<file path="config.mk">
export PLATFORM = sky130hd
export DESIGN_NAME = load_store_queue
export DESIGN_NICKNAME = d
export VERILOG_FILES = /design/src/rtl/load_store_queue.sv
export SDC_FILE = /design/constraint.sdc
export NUM_CORES = 2
export LEC_CHECK = 0
export ABC_CLOCK_PERIOD_IN_PS = 7480
export CAP_MARGIN = 0
export CORE_MARGIN = 2
export CORE_UTILIZATION = 30
export DETAILED_ROUTE_END_ITERATION = 10
export PLACE_DENSITY = 0.51
export SYNTH_ARGS = -nofsm -noshare
export SYNTH_HDL_FRONTEND = slang
export SYNTH_SLANG_ARGS = --single-unit
</file>
<file path="constraint.sdc">
create_clock -name clk -period 7.48 [get_ports clk]
set_input_delay 1.122 -clock clk [delete_from_list [all_inputs] [get_ports clk]]
set_output_delay 1.122 -clock clk [all_outputs]
set_load 0.02 [all_outputs]
</file>
<file path="src/rtl/load_store_queue.sv">
// In-order load/store queue: CDB operand wakeup, ROB commit tracking, single-outstanding cache port.
// Optional: define LSQ_ISSUE_BYPASS_EN to capture same-cycle CDB broadcasts at enqueue.
module load_store_queue #(
    parameter int DEPTH_LOG = 3,
    parameter int ROB_ID_W  = 4,
    parameter int CDB_N     = 2,
    parameter int XLEN      = 32
) (
    input  logic                      clk,
    input  logic                      rst,
    input  logic                      rdy,
    input  logic                      flush,
    input  logic                      iss_valid,
    input  logic                      iss_is_store,
    input  logic [5:0]                iss_opcode,
    input  logic [ROB_ID_W-1:0]       iss_rob_id,
    input  logic [XLEN-1:0]           iss_addr_val,
    input  logic                      iss_addr_rdy,
    input  logic [XLEN-1:0]           iss_data_val,
    input  logic                      iss_data_rdy,
    output logic                      full,
    input  logic [CDB_N-1:0]          cdb_valid,
    input  logic [CDB_N*ROB_ID_W-1:0] cdb_rob_id,
    input  logic [CDB_N*XLEN-1:0]     cdb_value,
    input  logic                      commit_valid,
    input  logic [ROB_ID_W-1:0]       commit_rob_id,
    output logic                      mem_req,
    output logic                      mem_we,
    output logic [5:0]                mem_opcode,
    output logic [XLEN-1:0]           mem_addr,
    output logic [XLEN-1:0]           mem_wdata,
    input  logic                      mem_done,
    input  logic [XLEN-1:0]           mem_rdata,
    output logic                      ld_valid,
    output logic [ROB_ID_W-1:0]       ld_rob_id,
    output logic [XLEN-1:0]           ld_value
);

    localparam int DEPTH = 2 ** DEPTH_LOG;

    typedef enum logic {IDLE, BUSY} state_t;
    state_t state, state_nxt;

    logic [DEPTH_LOG-1:0] head, tail, head_nxt;
    logic [DEPTH_LOG:0]   count, cst_cnt, cst_nxt;

    logic                e_valid     [DEPTH];
    logic                e_store     [DEPTH];
    logic [5:0]          e_opcode    [DEPTH];
    logic [ROB_ID_W-1:0] e_rob       [DEPTH];
    logic [XLEN-1:0]     e_addr      [DEPTH];
    logic                e_addr_rdy  [DEPTH];
    logic [XLEN-1:0]     e_data      [DEPTH];
    logic                e_data_rdy  [DEPTH];
    logic                e_committed [DEPTH];

    logic                addr_hit    [DEPTH];
    logic [XLEN-1:0]     addr_cap    [DEPTH];
    logic                data_hit    [DEPTH];
    logic [XLEN-1:0]     data_cap    [DEPTH];
    logic                commit_set  [DEPTH];
    logic                commit_any;

    logic                iss_addr_hit, iss_data_hit;
    logic [XLEN-1:0]     iss_addr_cap, iss_data_cap;

    // Request latched at issue: the head entry may be flushed and overwritten while BUSY.
    logic                req_we;
    logic [5:0]          req_opcode;
    logic [ROB_ID_W-1:0] req_rob;
    logic [XLEN-1:0]     req_addr, req_wdata;
    logic                killed;

    logic busy, kill_now, done_ok, pop, pop_store, enq, head_ok, start;

    assign full      = (count == (DEPTH_LOG+1)'(DEPTH));
    assign busy      = (state == BUSY);
    assign kill_now  = killed || (flush && !req_we);
    assign done_ok   = busy && mem_done;
    assign pop       = done_ok && !kill_now;
    assign pop_store = pop && req_we;
    assign enq       = iss_valid && !full && !flush;
    assign head_nxt  = pop ? head + 1'b1 : head;
    assign cst_nxt   = cst_cnt + (DEPTH_LOG+1)'(commit_any) - (DEPTH_LOG+1)'(pop_store);
    assign head_ok   = e_valid[head] && e_addr_rdy[head] &&
                       (!e_store[head] || (e_data_rdy[head] && e_committed[head]));
    assign start     = !busy && head_ok && !flush;

    always_comb begin
        commit_any = 1'b0;
        for (int unsigned i = 0; i < DEPTH; i++) begin
            addr_hit[i]   = 1'b0;
            addr_cap[i]   = '0;
            data_hit[i]   = 1'b0;
            data_cap[i]   = '0;
            commit_set[i] = commit_valid && e_valid[i] && e_store[i] && !e_committed[i] &&
                            (e_rob[i] == commit_rob_id);
            commit_any    = commit_any | commit_set[i];
            for (int unsigned c = 0; c < CDB_N; c++) begin
                if (!addr_hit[i] && cdb_valid[c] &&
                    cdb_rob_id[c*ROB_ID_W +: ROB_ID_W] == e_addr[i][ROB_ID_W-1:0]) begin
                    addr_hit[i] = 1'b1;
                    addr_cap[i] = cdb_value[c*XLEN +: XLEN];
                end
                if (!data_hit[i] && cdb_valid[c] &&
                    cdb_rob_id[c*ROB_ID_W +: ROB_ID_W] == e_data[i][ROB_ID_W-1:0]) begin
                    data_hit[i] = 1'b1;
                    data_cap[i] = cdb_value[c*XLEN +: XLEN];
                end
            end
        end
    end

`ifdef LSQ_ISSUE_BYPASS_EN
    always_comb begin
        iss_addr_hit = 1'b0;
        iss_addr_cap = '0;
        iss_data_hit = 1'b0;
        iss_data_cap = '0;
        for (int unsigned c = 0; c < CDB_N; c++) begin
            if (!iss_addr_hit && cdb_valid[c] &&
                cdb_rob_id[c*ROB_ID_W +: ROB_ID_W] == iss_addr_val[ROB_ID_W-1:0]) begin
                iss_addr_hit = 1'b1;
                iss_addr_cap = cdb_value[c*XLEN +: XLEN];
            end
            if (!iss_data_hit && cdb_valid[c] &&
                cdb_rob_id[c*ROB_ID_W +: ROB_ID_W] == iss_data_val[ROB_ID_W-1:0]) begin
                iss_data_hit = 1'b1;
                iss_data_cap = cdb_value[c*XLEN +: XLEN];
            end
        end
    end
`else
    assign iss_addr_hit = 1'b0;
    assign iss_addr_cap = '0;
    assign iss_data_hit = 1'b0;
    assign iss_data_cap = '0;
`endif

    always_ff @(posedge clk) begin
        if (rst)      state <= IDLE;
        else if (rdy) state <= state_nxt;
    end

    always_comb begin
        state_nxt = state;
        case (state)
            IDLE: if (start)    state_nxt = BUSY;
            BUSY: if (mem_done) state_nxt = IDLE;
            default:            state_nxt = IDLE;
        endcase
    end

    always_comb begin
        mem_req    = busy;
        mem_we     = busy && req_we;
        mem_opcode = req_opcode;
        mem_addr   = req_addr;
        mem_wdata  = req_wdata;
    end

    always_ff @(posedge clk) begin
        if (rst) begin
            head       <= '0;
            tail       <= '0;
            count      <= '0;
            cst_cnt    <= '0;
            killed     <= 1'b0;
            req_we     <= 1'b0;
            req_opcode <= '0;
            req_rob    <= '0;
            req_addr   <= '0;
            req_wdata  <= '0;
            ld_valid   <= 1'b0;
            ld_rob_id  <= '0;
            ld_value   <= '0;
            for (int unsigned i = 0; i < DEPTH; i++) begin
                e_valid[i]     <= 1'b0;
                e_committed[i] <= 1'b0;
            end
        end else if (rdy) begin
            head    <= head_nxt;
            cst_cnt <= cst_nxt;
            // Committed stores sit contiguously from head, so they are exactly what flush keeps.
            if (flush) begin
                count <= cst_nxt;
                tail  <= head_nxt + cst_nxt[DEPTH_LOG-1:0];
            end else begin
                count <= count + (DEPTH_LOG+1)'(enq) - (DEPTH_LOG+1)'(pop);
                tail  <= tail + DEPTH_LOG'(enq);
            end

            if (start) begin
                req_we     <= e_store[head];
                req_opcode <= e_opcode[head];
                req_rob    <= e_rob[head];
                req_addr   <= e_addr[head];
                req_wdata  <= e_data[head];
            end

            if (done_ok)                      killed <= 1'b0;
            else if (busy && flush && !req_we) killed <= 1'b1;

            ld_valid <= done_ok && !req_we && !kill_now;
            if (done_ok && !req_we && !kill_now) begin
                ld_rob_id <= req_rob;
                ld_value  <= mem_rdata;
            end

            for (int unsigned i = 0; i < DEPTH; i++) begin
                if (enq && tail == DEPTH_LOG'(i)) begin
                    e_valid[i]     <= 1'b1;
                    e_store[i]     <= iss_is_store;
                    e_opcode[i]    <= iss_opcode;
                    e_rob[i]       <= iss_rob_id;
                    e_addr[i]      <= (iss_addr_rdy || !iss_addr_hit) ? iss_addr_val : iss_addr_cap;
                    e_addr_rdy[i]  <= iss_addr_rdy || iss_addr_hit;
                    e_data[i]      <= (iss_data_rdy || !iss_data_hit) ? iss_data_val : iss_data_cap;
                    e_data_rdy[i]  <= !iss_is_store || iss_data_rdy || iss_data_hit;
                    e_committed[i] <= 1'b0;
                end else begin
                    if (e_valid[i] && !e_addr_rdy[i] && addr_hit[i]) begin
                        e_addr[i]     <= addr_cap[i];
                        e_addr_rdy[i] <= 1'b1;
                    end
                    if (e_valid[i] && !e_data_rdy[i] && data_hit[i]) begin
                        e_data[i]     <= data_cap[i];
                        e_data_rdy[i] <= 1'b1;
                    end
                    if (commit_set[i]) e_committed[i] <= 1'b1;
                end
                if (flush && !(e_committed[i] || commit_set[i])) e_valid[i] <= 1'b0;
                if (pop && head == DEPTH_LOG'(i)) begin
                    e_valid[i]     <= 1'b0;
                    e_committed[i] <= 1'b0;
                end
            end
        end
    end

endmodule

</file>
# Word-level counts from Yosys, hierarchy flattened
# Memories as Yosys holds them, arrays and structs flattened. A register that Yosys moved wholly into a read port is not among the register bits.
# Index checks and enable logic that the tools add are counted.
dict set report op_classes {
  mux 443
  n_div 0
  shifts 0
  n_bitwise 88
  n_mul 0
  magnitude_cmp 0
  add_sub_neg 7
  n_reduce_logical 245
  n_eq_ne 55
}
# cell n
set ops {}
lappend ops {{32-bit two-way mux} 48}
lappend ops {{1-bit two-way mux} 346}
lappend ops {{4-bit == test} 40}
lappend ops {{1-bit logical AND} 152}
lappend ops {{3-bit two-way mux} 33}
lappend ops {{1-bit OR} 87}
lappend ops {{1-bit zero test} 55}
lappend ops {{6-bit two-way mux} 7}
lappend ops {{6-bit OR reduction} 7}
lappend ops {{4-bit two-way mux} 8}
lappend ops {{4-bit OR reduction} 7}
lappend ops {{3-bit == test (second input constant)} 8}
lappend ops {{3-bit by 2-bit == test with 1-bit output (second input constant)} 4}
lappend ops {{1-bit logical OR} 11}
lappend ops {{4-bit by 1-bit adder with 4-bit output} 2}
lappend ops {{4-bit by 1-bit subtractor with 4-bit output} 2}
lappend ops {{1-bit OR reduction} 7}
lappend ops {{3-bit by 1-bit == test with 1-bit output (second input constant)} 2}
lappend ops {{3-bit zero test} 2}
lappend ops {{2-bit AND reduction} 3}
lappend ops {{4-bit == test (second input constant)} 1}
lappend ops {{3-bit by 1-bit adder with 3-bit output} 1}
lappend ops {{3-bit by 1-bit adder with 3-bit output (second input constant)} 1}
lappend ops {{3-bit adder} 1}
lappend ops {{other kinds (3)} 3}
dict set report totals {
  latch_bits 0
  ram_bits 632
  romBits 0
  wordCells 857
  inputBits 194
  memories 9
  ff_bits 54
  out_inout_bits 110
}
# memory depth width read_ports rd_clocked_by_memory_dff write_ports line_no
set mem_list {}
lappend mem_list {e_addr 8 32 9 1 8 51} ;# logic [XLEN-1:0] e_addr [DEPTH];
lappend mem_list {e_data 8 32 9 1 8 53} ;# logic [XLEN-1:0] e_data [DEPTH];
lappend mem_list {e_opcode 8 6 1 1 1 49} ;# logic [5:0] e_opcode [DEPTH];
lappend mem_list {e_rob 8 4 9 1 1 50} ;# logic [ROB_ID_W-1:0] e_rob [DEPTH];
lappend mem_list {e_addr_rdy 8 1 9 1 8 52} ;# logic e_addr_rdy [DEPTH];
lappend mem_list {e_committed 8 1 9 1 8 55} ;# logic e_committed [DEPTH];
lappend mem_list {{+3 memories} -- -- -- -- -- --}

# Longest topological paths before layout
dict set report logic_depth {
  depth_word 17
  depth_mapped 16
  ltp_nobuf 15
}

# Worst setup path after synthesis
# Ideal clock, no wire load.
dict set report synth_timing {
  path_kind {input-to-reg}
  startpoint {in commit_rob_id[0]}
  endpoint {reg tail[2]}
  path_buffers 1
  setup_ps 128
  required_time_ps 7352
  cell_stages 14
  arrival_ps 3895
  path_slack_ps 3457
  cell_sequence {clkbuf_1 xor2_1 nor2_1 nand4_1 nand2_1 nor4b_1 ha_1 inv_1 ha_1 fa_1 fa_1 xnor2_1 xnor2_1 o2bb2ai_1}
}
dict set report synth_via {
  elab_chain_cells 13
  elab_cells_between_ends 27
  classes_between {3 x add/sub; 8 x eq/ne; 1 x mux; 7 x bitwise; 8 x reduce/logical}
}
# item line_no
set synth_rtl {}
lappend synth_rtl {{from (decl)} 26} ;# input logic [ROB_ID_W-1:0] commit_rob_id,
lappend synth_rtl {{4-bit == test} 97} ;# (e_rob[i] == commit_rob_id);
lappend synth_rtl {{1-bit logical AND} 96} ;# commit_set[i] = commit_valid && e_valid[i] && e_store[i] && !e_committed[i] &&
lappend synth_rtl {{1-bit OR (6 in series)} 98} ;# commit_any = commit_any | commit_set[i];
lappend synth_rtl {{1-bit OR (*)} 98}
lappend synth_rtl {{4-bit by 1-bit adder with 4-bit output (*)} 84} ;# assign cst_nxt = cst_cnt + (DEPTH_LOG+1)'(commit_any) - (DEPTH_LOG+1)'(pop_store);
lappend synth_rtl {{4-bit by 1-bit subtractor with 4-bit output (*)} 84}
lappend synth_rtl {{net cst_nxt[1]} 45} ;# logic [DEPTH_LOG:0] count, cst_cnt, cst_nxt;
lappend synth_rtl {{3-bit adder (*)} 187} ;# tail <= head_nxt + cst_nxt[DEPTH_LOG-1:0];
lappend synth_rtl {{3-bit two-way mux (*)} 185} ;# if (flush) begin
lappend synth_rtl {{to (signal assigned)} 187}
lappend synth_rtl {{to (signal assigned)} 190} ;# tail <= tail + DEPTH_LOG'(enq);
lappend synth_rtl {{to (decl)} 44} ;# logic [DEPTH_LOG-1:0] head, tail, head_nxt;
# The timed path passes the listed nets; every way through them passes the cells marked *.
# A chain may end at the register's enable or synchronous reset.

==> load_flow_metrics.sql <==
INSERT INTO impl_metrics (metric_group, metric, value, unit) VALUES
('setup_path', 'critPathSlowestCell', 'clkdlybuf4s50_1', ''),
('place', 'gp_congestion', '0.8870', ''),
('grt', 'grt_util_all_layers', '0.2234', ''),
('clock_tree', 'clk_latency', '0.72', 'ns'),
('floorplan', 'dieWidth', '403.8', 'um'),
('clock_tree', 'tritoncts_sinks', '763', ''),
('clock_tree', 'cts-buffers-inserted', '92', ''),
('timing', 'setup_tns', '0', 'ns'),
('setup_path', 'worst_path_cell_chain', 'clkdlybuf4s50_1, buf_4, xor2_1, nor3_4, buf_4, and2_2, o2111a_2, nand2b_2', ''),
('status', 'status', 'completed', ''),
('timing', 'timing_hold_violations_final', '0', ''),
('drt', 'ant_nets', '0', ''),
('setup_path', 'critPathRequiredTime', '7.81', 'ns'),
('grt', 'grt-ovfl-total', '0', ''),
('setup_path', 'crit_arrival', '5.21', 'ns'),
('floorplan', 'cell_rows', '146', ''),
('drt', 'wl', '186.0', 'mm'),
('yosys', 'netlist_top_cells_area', 'edfxtp_1, mux2_2, mux2_4', ''),
('yosys', 'synth-edff-count', '630', ''),
('setup_path', 'endpoint_kind', 'register', ''),
('finish', 'final.fill_count', '15460', ''),
('drt', 'drtIter0Drc', '3625', ''),
('grt', 'grt_antenna_before_repair', '23', ''),
('place', 'buffer_ports.inserted', '303', ''),
('setup_path', 'path_class', 'input pin to register', ''),
('yosys', 'synth_nets', '4162', ''),
('yosys', 'postSynthRegisterBits', '763', ''),
('grt', 'grt_first_pass_wirelength', '263.8', 'mm'),
('grt', 'grt_max_degree', '86', ''),
('setup_path', 'cp-start-kind', 'input pin', ''),
('clock_tree', 'clock_tree.root_cell', 'clkbuf_16', ''),
('timing', 'unrepaired_setup_endpoints_after_global_routing', 'false', ''),
('drt', 'vias_per_cell', '5.571', ''),
('place', 'detailed_place_hpwl', '121.1', 'mm'),
('yosys', 'yosys.area.top_type_share', '0.3945', ''),
('floorplan', 'core-area', '158600', 'um^2'),
('timing', 'achievable-frequency', '205.1', 'MHz'),
('clock_tree', 'tritoncts', 'done', ''),
('finish', 'layout_common_cells', 'edfxtp_1, mux2_2, nor2_1', ''),
('yosys', 'syn_area', '47960', 'um^2'),
('finish', 'syn_to_final_growth', '15.90', '%'),
('setup_path', 'crit_path_frequent_cell', 'buf_4', ''),
('flow_run', 'max-cap-violations', '0', ''),
('yosys', 'synth_async_sr_flop_share', '0', ''),
('drt', 'drc', '0', ''),
('setup_path', 'path_max_fanout', '33', ''),
('timing', 'period_minus_slack', '4.875', 'ns'),
('yosys', 'synth_ff_type', 'edfxtp_1', ''),
('power', 'power_density', '185.4', 'nW/um^2'),
('timing', 'final_setup_violation_count', '0', ''),
('clock_tree', 'cts-resized-gates', '0', ''),
('yosys', 'postSynthAreaPerCell', '12.15', 'um^2'),
('timing', 'slew_viol_final', '0', ''),
('yosys', 'ys_warn_count', '0', ''),
('drt', 'drt_pass1_iterations', '7', ''),
('clock_tree', 'cts.repair_timing.setup_buffer_count', '0', ''),
('finish', 'share_of_cells_above_drive_strength_1', '0.2991', ''),
('clock_tree', 'clockBufferDepth', '3', ''),
('floorplan', 'initial_util', '0.3024', ''),
('timing', 'fin_skew', '0.03540', 'ns'),
('timing', 'timing_worst_slew_pin_value', '1.301', 'ns'),
('finish', 'most_common_cell_after_layout_fill_and_taps_aside', 'edfxtp_1', ''),
('yosys', 'netlist_instances', '3947', ''),
('floorplan', 'die-area', '163100', 'um^2'),
('clock_tree', 'ctsHoldBuffers', '0', ''),
('yosys', 'synth_largest_area_cell', 'edfxtp_1', ''),
('power', 'design_power_total', '0.01030', 'W'),
('timing', 'post-route-period-util', '0.6517', ''),
('timing', 'max_slew_margin', '0.1295', ''),
('floorplan', 'pin_count', '304', ''),
('clock_tree', 'clock_slew_seen_by_the_registers_of_the_worst_setup_and_hold_paths', '0.06', 'ns'),
('finish', 'nets', '4266', ''),
('drt', 'drt-wirelength-per-cell', '29.99', 'um'),
('yosys', 'seq_area_frac_synth', '0.4500', ''),
('clock_tree', 'h-tree-depth', '3', ''),
('power', 'irDropWorstVdd', '0.1568', 'mV'),
('grt', 'via_count_of_the_first_global_routing_pass', '34480', ''),
('setup_path', 'critical-path-max-stage-delay', '0.91', 'ns'),
('floorplan', 'chipHeight', '403.8', 'um'),
('drt', 'dr_total_vias', '34570', ''),
('hold_path', 'hold_path.class', 'register to register', ''),
('power', 'p_leak', '19.15', 'nW'),
('yosys', 'netlist-cell-type-count', '68', '');
[cell usage after synthesis, types with 38 or more instances]
cell type and count:
edfxtp_1 630, mux2_2 531, nor2_1 382, nand2_1 324, mux2_4 247, clkbuf_1 213, nand3_1 208, o31ai_1 192
mux4_2 149, dfxtp_1 133, mux2_1 130, a21oi_1 126, xnor2_1 112, buf_2 107, nor2b_1 81, xor2_1 58
buf_6 44, inv_1 38
[power by group]
| part | leakage [nW] | switching [W] | internal (W) | total, W |
|---|---|---|---|---|
| clock | 1.50 | 0.00198 | 0.00272 | 0.00470 |
| sequential | 6.77 | 0.0000256 | 0.00463 | 0.00465 |
| combinational | 10.9 | 0.000572 | 0.000375 | 0.000947 |
[final timing paths]
check	start	to	slack, ns	cells past startpoint
hold / removal	ld_value[27]	ld_value[27]	0.45	2
setup reg to reg	count[2]	e_addr[6][4]	3.31	10
hold reg to reg	ld_value[27]	ld_value[27]	0.45	2
setup / recovery	cdb_rob_id[2]	e_addr[2][3]	2.61	8
[cells by family (layout without fill, tap and decap cells)]
group                    count (synthesis)  count (layout)  synth area share
other                                    0               6                 0
AO/OA/AOI/OAI                          388             388           0.05709
multiplexers                          1067            1067            0.3046
flip-flops                             763             763            0.4500
buffers and inverters                  432             611           0.04459
adder cells (fa/ha/maj)                 21              21          0.005949
AND/OR/NAND/NOR                       1106            1106            0.1067
XOR/XNOR                               170             170           0.03105
[critical path: cells and delay by family]
| family | cells | cell delay (ns) |
|---|---|---|
| XOR/XNOR | 1 | 0.11 |
| buffers and inverters | 3 | 1.59 |
| AO/OA/AOI/OAI | 1 | 0.64 |
| AND/OR/NAND/NOR | 3 | 1.70 |
[routing by layer]
metal	vias to the layer above	GRT usage	share of wire
met5	-	0	0.00071
met4	20	0.06232	0.028
met3	331	0.04802	0.082
met2	1584	0.3675	0.47
met1	17820	0.2957	0.42
li1	14810	-	-
[per-stage QoR]
stage | instance area, um^2 | setup WS (ns) | instances | util | hold WS (ns)
finish | 55580 | 2.605 | 6204 | 0.3505 | 0.4513
global route | 55570 | 2.451 | 6199 | 0.3505 | 0.4712
CTS | 55570 | 2.659 | 6198 | 0.3505 | 0.4538
detailed placement | 52510 | 1.917 | 6029 | 0.3312 | 0.4426
global placement | 52510 | 1.987 | 6029 | 0.3311 | 0.4364
floorplan | 47960 | 3.457 | 3947 | - | 0.4273
[state kept, by name, indices dropped and copies added (netlist names), 32 cells and up, named ones only]
name / flops
e_rob: 32
mem_addr: 32
mem_wdata: 32
e_opcode: 48
e_data: 256
ld_value: 32
e_addr: 256
[area by class of cell]
| class | instances | area [um^2] | area share |
|---|---|---|---|
| diodes | 6 | 15.01 | 0.0002701 |
| repair buffers | 401 | 3806 | 0.06848 |
| clock buffers | 113 | 2464 | 0.04432 |
| clock inverters | 56 | 595.6 | 0.01071 |
| inverters | 41 | 155.1 | 0.002791 |
| multi-input cells | 2752 | 24360 | 0.4383 |
| well taps | 2072 | 2592 | 0.04664 |
| flip-flops and latches | 763 | 21590 | 0.3885 |
No activity file was read; power rests on OpenSTA's default activity.
